`src/rtl/wta_arbiter.sv`:
```
// wta_arbiter: winner-take-all arbiter for a layer of N spiking output neurons.
//
// One frame runs as follows. Wait until every neuron has reported end of
// accumulation (valid_pp3m). Scan the potentials one per cycle to find the
// signed maximum. Release the neurons with start_pp3m, and tell them through
// won_lost_hold which of them may fire. Collect the final spike flags
// (valid_pp3 / spike_pp). Publish the flags on spike_out. If anything fired,
// raise the adaptive threshold.
//
// Ports:
//   clk, rst            clock; asynchronous active-high reset
//   start_core_img      new-image abort; wins over everything, keeps threshold/spike_out
//   potential_flat      N signed Q.12 potentials, neuron i at [W*i +: W]
//   valid_pp3m          per-neuron "accumulation finished" pulses
//   valid_pp3, spike_pp per-neuron "final update done" pulses and spike flags
//   start_pp3m          1-cycle release pulse (DECIDE)
//   valid_maxing        1-cycle "threshold valid" pulse (DECIDE)
//   won_lost_hold       one-hot winner, or all ones when nobody beats the threshold
//   threshold           current signed firing threshold
//   winner_idx          argmax of the last scan
//   spike_out           spike flags of the last completed frame
//   frame_done          1-cycle frame completion pulse

// Per-neuron handshake bookkeeping: seen (pp3m), done (pp3) and the captured spike.
module wta_lane (
  input  logic clk,
  input  logic rst,
  input  logic abort,
  input  logic seen_ld,
  input  logic seen_acc,
  input  logic done_clr,
  input  logic done_acc,
  input  logic valid_pp3m,
  input  logic valid_pp3,
  input  logic spike_pp,
  output logic seen,
  output logic done,
  output logic spike_acc
);
  always_ff @(posedge clk or posedge rst) begin
    if (rst) begin
      seen      <= 1'b0;
      done      <= 1'b0;
      spike_acc <= 1'b0;
    end else if (abort) begin
      seen      <= 1'b0;
      done      <= 1'b0;
      spike_acc <= 1'b0;
    end else begin
      // IDLE reloads: this clears the previous frame and records a first pulse together
      if (seen_ld)       seen <= valid_pp3m;
      else if (seen_acc) seen <= seen | valid_pp3m;
      if (done_clr) begin
        done      <= 1'b0;
        spike_acc <= 1'b0;
      end else if (done_acc && valid_pp3) begin
        done      <= 1'b1;
        spike_acc <= spike_pp;
      end
    end
  end
endmodule

module wta_arbiter #(
  parameter int N       = 8,
  parameter int W       = 32,
  parameter int TH_INIT = 15019,
  parameter int TH_INC  = 205,
  parameter int TH_MAX  = 32768,
  localparam int IW     = (N > 1) ? $clog2(N) : 1
) (
  input  logic                clk,
  input  logic                rst,
  input  logic                start_core_img,
  input  logic [N*W-1:0]      potential_flat,
  input  logic [N-1:0]        valid_pp3m,
  input  logic [N-1:0]        valid_pp3,
  input  logic [N-1:0]        spike_pp,
  output logic                start_pp3m,
  output logic [N-1:0]        won_lost_hold,
  output logic                valid_maxing,
  output logic signed [W-1:0] threshold,
  output logic [IW-1:0]       winner_idx,
  output logic [N-1:0]        spike_out,
  output logic                frame_done
);
  typedef enum logic [2:0] {IDLE, COLLECT, SCAN, DECIDE, WAIT_PP3, DONE} state_t;

  typedef struct packed {
    logic signed [W-1:0] val;
    logic [IW-1:0]       idx;
  } max_t;

  localparam logic signed [W:0] TH_INC_X = (W+1)'(TH_INC);
  localparam logic signed [W:0] TH_MAX_X = (W+1)'(TH_MAX);

  state_t               state;
  logic [N-1:0]         seen_mask, done_mask, spike_acc;
  logic [N-1:0][W-1:0]  pot;
  logic [IW-1:0]        scan_cnt;
  max_t                 run_max, cand;
  logic signed [W-1:0]  cur_pot;
  logic [N-1:0]         cand_onehot;
  logic signed [W:0]    th_sum;
  logic signed [W-1:0]  th_next;
  logic                 start_q, vmax_q, fdone_q;

  assign pot     = potential_flat;
  assign cur_pot = pot[scan_cnt];

  // Running max including the neuron under scan. Index 0 seeds the max. Strict
  // greater keeps the lowest index on a tie.
  always_comb begin
    cand        = run_max;
    cand_onehot = '0;
    if (scan_cnt == '0 || cur_pot > run_max.val) begin
      cand.val = cur_pot;
      cand.idx = scan_cnt;
    end
    cand_onehot[cand.idx] = 1'b1;
  end

  // Sign-extend to W+1 bits so the increment can never wrap before saturation
  always_comb begin
    th_sum  = {threshold[W-1], threshold} + TH_INC_X;
    th_next = (th_sum > TH_MAX_X) ? TH_MAX_X[W-1:0] : th_sum[W-1:0];
  end

  for (genvar i = 0; i < N; i++) begin : g_lane
    wta_lane u_lane (
      .clk        (clk),
      .rst        (rst),
      .abort      (start_core_img),
      .seen_ld    (state == IDLE),
      .seen_acc   (state == COLLECT),
      .done_clr   (state == DECIDE),
      .done_acc   (state == WAIT_PP3),
      .valid_pp3m (valid_pp3m[i]),
      .valid_pp3  (valid_pp3[i]),
      .spike_pp   (spike_pp[i]),
      .seen       (seen_mask[i]),
      .done       (done_mask[i]),
      .spike_acc  (spike_acc[i])
    );
  end

  always_ff @(posedge clk or posedge rst) begin
    if (rst) begin
      state         <= IDLE;
      scan_cnt      <= '0;
      run_max       <= '0;
      threshold     <= W'(TH_INIT);
      won_lost_hold <= '1;
      winner_idx    <= '0;
      spike_out     <= '0;
      start_q       <= 1'b0;
      vmax_q        <= 1'b0;
      fdone_q       <= 1'b0;
    end else begin
      start_q <= 1'b0;
      vmax_q  <= 1'b0;
      fdone_q <= 1'b0;
      if (start_core_img) begin
        state <= IDLE;
      end else begin
        case (state)
          IDLE:     if (|valid_pp3m) state <= COLLECT;
          COLLECT:  if (&seen_mask) begin
                      state    <= SCAN;
                      scan_cnt <= '0;
                    end
          SCAN: begin
            run_max  <= cand;
            scan_cnt <= scan_cnt + 1'b1;
            if (scan_cnt == IW'(N-1)) begin
              // Outputs are registered, so the decision is made on the last scan cycle
              state         <= DECIDE;
              start_q       <= 1'b1;
              vmax_q        <= 1'b1;
              winner_idx    <= cand.idx;
              won_lost_hold <= (cand.val > threshold) ? cand_onehot : '1;
            end
          end
          DECIDE:   state <= WAIT_PP3;
          WAIT_PP3: if (&done_mask) begin
                      state   <= DONE;
                      fdone_q <= 1'b1;
                    end
          DONE: begin
            spike_out <= spike_acc;
            if (|spike_acc) threshold <= th_next;
            state <= IDLE;
          end
          default:  state <= IDLE;
        endcase
      end
    end
  end

  // An abort in the pulse cycle itself must also kill the pulse that is already registered
  assign start_pp3m   = start_q & ~start_core_img;
  assign valid_maxing = vmax_q  & ~start_core_img;
  assign frame_done   = fdone_q & ~start_core_img;
endmodule

```
`config.mk`:
```
export PLATFORM = sky130hd
export DESIGN_NAME = wta_arbiter
export DESIGN_NICKNAME = d
export VERILOG_FILES = /design/src/rtl/wta_arbiter.sv
export SDC_FILE = /design/constraint.sdc
export NUM_CORES = 1
export LEC_CHECK = 0
export CORE_MARGIN = 4
export CORE_UTILIZATION = 35
export CTS_BUF_LIST = sky130_fd_sc_hd__clkbuf_8
export DETAILED_ROUTE_END_ITERATION = 16
export HOLD_SLACK_MARGIN = 0.12
export SLEW_MARGIN = 10
export SYNTH_ARGS = -nofsm -noshare
export SYNTH_HDL_FRONTEND = slang
export SYNTH_HIERARCHICAL = 1
export SYNTH_SLANG_ARGS = --single-unit
```
`constraint.sdc`:
```
create_clock -name clk -period 7.5 [get_ports clk]
set_input_delay 1.5 -clock clk [delete_from_list [all_inputs] [get_ports clk]]
set_output_delay 1.5 -clock clk [all_outputs]
set_load 0.1 [all_outputs]
```
==> results.txt <==
Crit start category - primary input
GPL Wtd Cong - 0.916
Filler instances - 2575
Post-CTS setup buffers - 0
Max Buffers Root-to-Sink - 2
Post-route ant nets - 0
Final setup skew - 0.0222 ns
CTS resizes - 0
Multi-input gate area - 0.00632 mm2
CTS Sinks - 118
Port bufs - 336
Yosys warns - 6
Hold/Removal Path Class - reg2reg
Crit path kind - in2reg
Layout cells sized above 1 - 14.2%
First-pass GRT wire length - 54200 um
Gr ovfl total - 0
Final Slew Violations - 0
Mapped cell area - 0.00978 mm2
Die area - 0.0307 mm2
Worst-path maximum fanout - 20
Crit path DAT - 7.10 ns
Initial drt markers - 807
Pin count of the biggest net entering global routing - 50
Number of global-route vias before repair - 9841
Pre-CTS WS - 0.333 ns
Power per cell area - 113 mW/mm2
Slew headroom - 18.3%
Leakage - 5.66 nW
Initial antenna violation count - 3
Tot Pwr - 1.58 mW
Clock transition at path regs - 0.09 ns
CP startpoint - potential_flat[62]
Fraction of registers with async set/reset - 100%
Clk Latency, worst-skew pair - 0.46 ns
#FFs+latches synth - 118
Io pins - 337
Mapped Cells - 1059
CTS tree - built
Status - completed
Met3 WL - 2170 um
Worst Path Required - 7.88 ns
Synthesized Nets - 1411
Ys flop type - dfrtp_1
Die H - 175 um
Root buffer selected by CTS - clkbuf_8
Number of synthesized flops with an enable pin - 0
Final setup viols - 0
WL met1 - 15400 um
Vias per cell - 5.47
DRT Wirelength - 35000 um
RSZ-0062 raised after global routing - no
Pre-antenna DRT Iters - 5
Netlist cell types - 66
Sequential cell area - 0.00298 mm2
Peak supply drop - 0.0000940 V
Mean post-synth cell area - 9.23 um2
CTS Buf Count - 17
Final Cycle Share - 89.6%
RR Startpoint - scan_cnt[0]
GRT Resource Usage Total - 22.4%
Fmax - 149 MHz
Min setup slack post-route - 0.776 ns
Hpwl dp - 28600 um
Fin. Hold Viols - 0
CP endpoint kind - flip-flop
WL per Instance - 19.7 um
Die width - 175 um
Rows - 60
DR top layer - met5
Cts hold-fix bufs - 0
DRC - 0
Final core utilization - 51.4%
CORE AREA - 0.0273 mm2
Routed vias - 9709
Least-Margin Pin Slew - 1.22 ns
Min-delay src - run_max[23]
Initial Utilization - 35.9%
Layout Area Growth over Synthesis - 43.2%
Max Cap Viol - 0
Met2 wire len - 17100 um
H-Tree Level Count - 4
TNS Setup - 0 ns
Sequential area share after synthesis - 30.4%
Min cycle time layout - 6.72 ns
Fin nets - 1741
## report_power, final
part | internal [mW] | switching, mW | leakage [nW]
Sequential | 0.641 | 0.00457 | 1.50
Clock | 0.249 | 0.337 | 0.192
Combinational | 0.207 | 0.138 | 3.97
## Yosys cell counts, types with 10 or more instances
master	instances	area, um2
nand2_1	145	544
dfrtp_1	101	2530
a21oi_1	91	455
inv_1	82	308
nor2_1	81	304
ha_1	69	863
mux4_2	64	1440
o21ai_0	39	195
nor3_1	37	185
mux2_2	35	394
nand3_1	34	170
nand4_1	27	169
clkbuf_1	26	97.6
xnor2_1	18	158
dfstp_2	17	447
and3_1	12	75.1
nor4_1	12	75.1
o22ai_1	11	68.8
nand2b_1	10	62.6
## final cells by class
cell class	instances	share of cell area (%)
antenna	1	0.0179
clock buffer	17	1.67
clock inverter	15	1.10
inverter	83	2.24
multi-input combinational	814	45.2
sequential	118	21.3
tap	372	3.32
timing repair buffer	355	25.2
## layout by cell type (no fill, tap or decap), types with 5 or more instances in the layout
cell             netlist  final
xnor2_1               18     18
nand4_1               27     27
a21oi_1               91     91
a21bo_1                8      8
a211oi_2               9      9
o21ai_0               39     39
o211ai_1               7      7
ha_1                  69     69
a211oi_1               8      8
o21a_1                 8      8
a31oi_1                5      5
nand3_1               34     34
nor3b_1                5      5
mux2_1                 5      5
nor3_1                37     36
dfrtp_1              101     99
nand2_1              145    145
buf_4                  4     17
mux4_2                64     64
o22ai_1               11     11
and3_1                12     12
inv_6                  0      6
inv_1                 82     81
mux2_2                35     35
clkbuf_8               0     17
nor2b_1                6      6
dfstp_2               17     17
nor4_1                12     12
nor2_1                81     80
clkdlybuf4s50_1        0    336
nand2b_1              10     10
or2_2                  6      6
## final timing paths
kind / endpoint / slack (ns) / cells after the start
max: won_lost_hold[2] / 0.78 / 24
min: run_max[23] / 0.49 / 1
max reg2reg: won_lost_hold[2] / 0.94 / 24
min reg2reg: run_max[23] / 0.49 / 1
max in group asynchronous: threshold[20] / 4.66 / 3
min in group asynchronous: g_lane[7].u_lane/spike_acc / 1.52 / 2
## per-layer routing
layer,track usage (%),up-vias
met2,37.8,347
met5,0,-
li1,-,4568
met3,4.57,32
met1,29.9,4758
met4,4.55,4
## per-stage QoR
stage | cells | cell area (um2) | hold WS [ns]
after global placement | 1742 | 13600 | 0.468
after global routing | 1774 | 14000 | 0.513
after CTS | 1774 | 14000 | 0.494
final | 1775 | 14000 | 0.491
after floorplan | 1059 | 9780 | 0.450
after detailed placement | 1742 | 13600 | 0.476
## sequential cells by signal (all words and copies together) (netlist names), 8 cells and up
signal and flops:
spike_out 8, g_lane.u_lane/spike_acc 8, threshold 32, g_lane.u_lane/done 8, g_lane.u_lane/seen 8, run_max 35
won_lost_hold 8
## worst max-delay path, stage by stage
cell	delay (ns)
clkdlybuf4s50_1	0.42
mux4_2	0.45
nand2_1	0.10
nand2_1	0.16
ha_1	0.34
nand4_1	0.15
or4_1	0.61
nor4_1	0.33
a211oi_1	0.10
buf_4	0.18
nor2_4	0.32
buf_12	0.21
nor2_1	0.05
a21oi_1	0.20
ha_1	0.28
a21o_1	0.19
a21o_1	0.18
a21oi_1	0.15
nand4_1	0.15
a211oi_1	0.29
mux2i_1	0.22
buf_4	0.19
nor2_1	0.08
nor3_1	0.23
## cell families after synthesis
group                      share of synthesized area (%)
DFF                                                 30.4
adders and majority gates                           8.83
and+or+nand+nor                                     19.0
buffers and inverters                               5.09
AOI/OAI and AO/OA                                   15.5
xor gates and xnor gates                            1.61
muxes                                               19.5
Note: power is estimated with default switching activity, not from simulation.
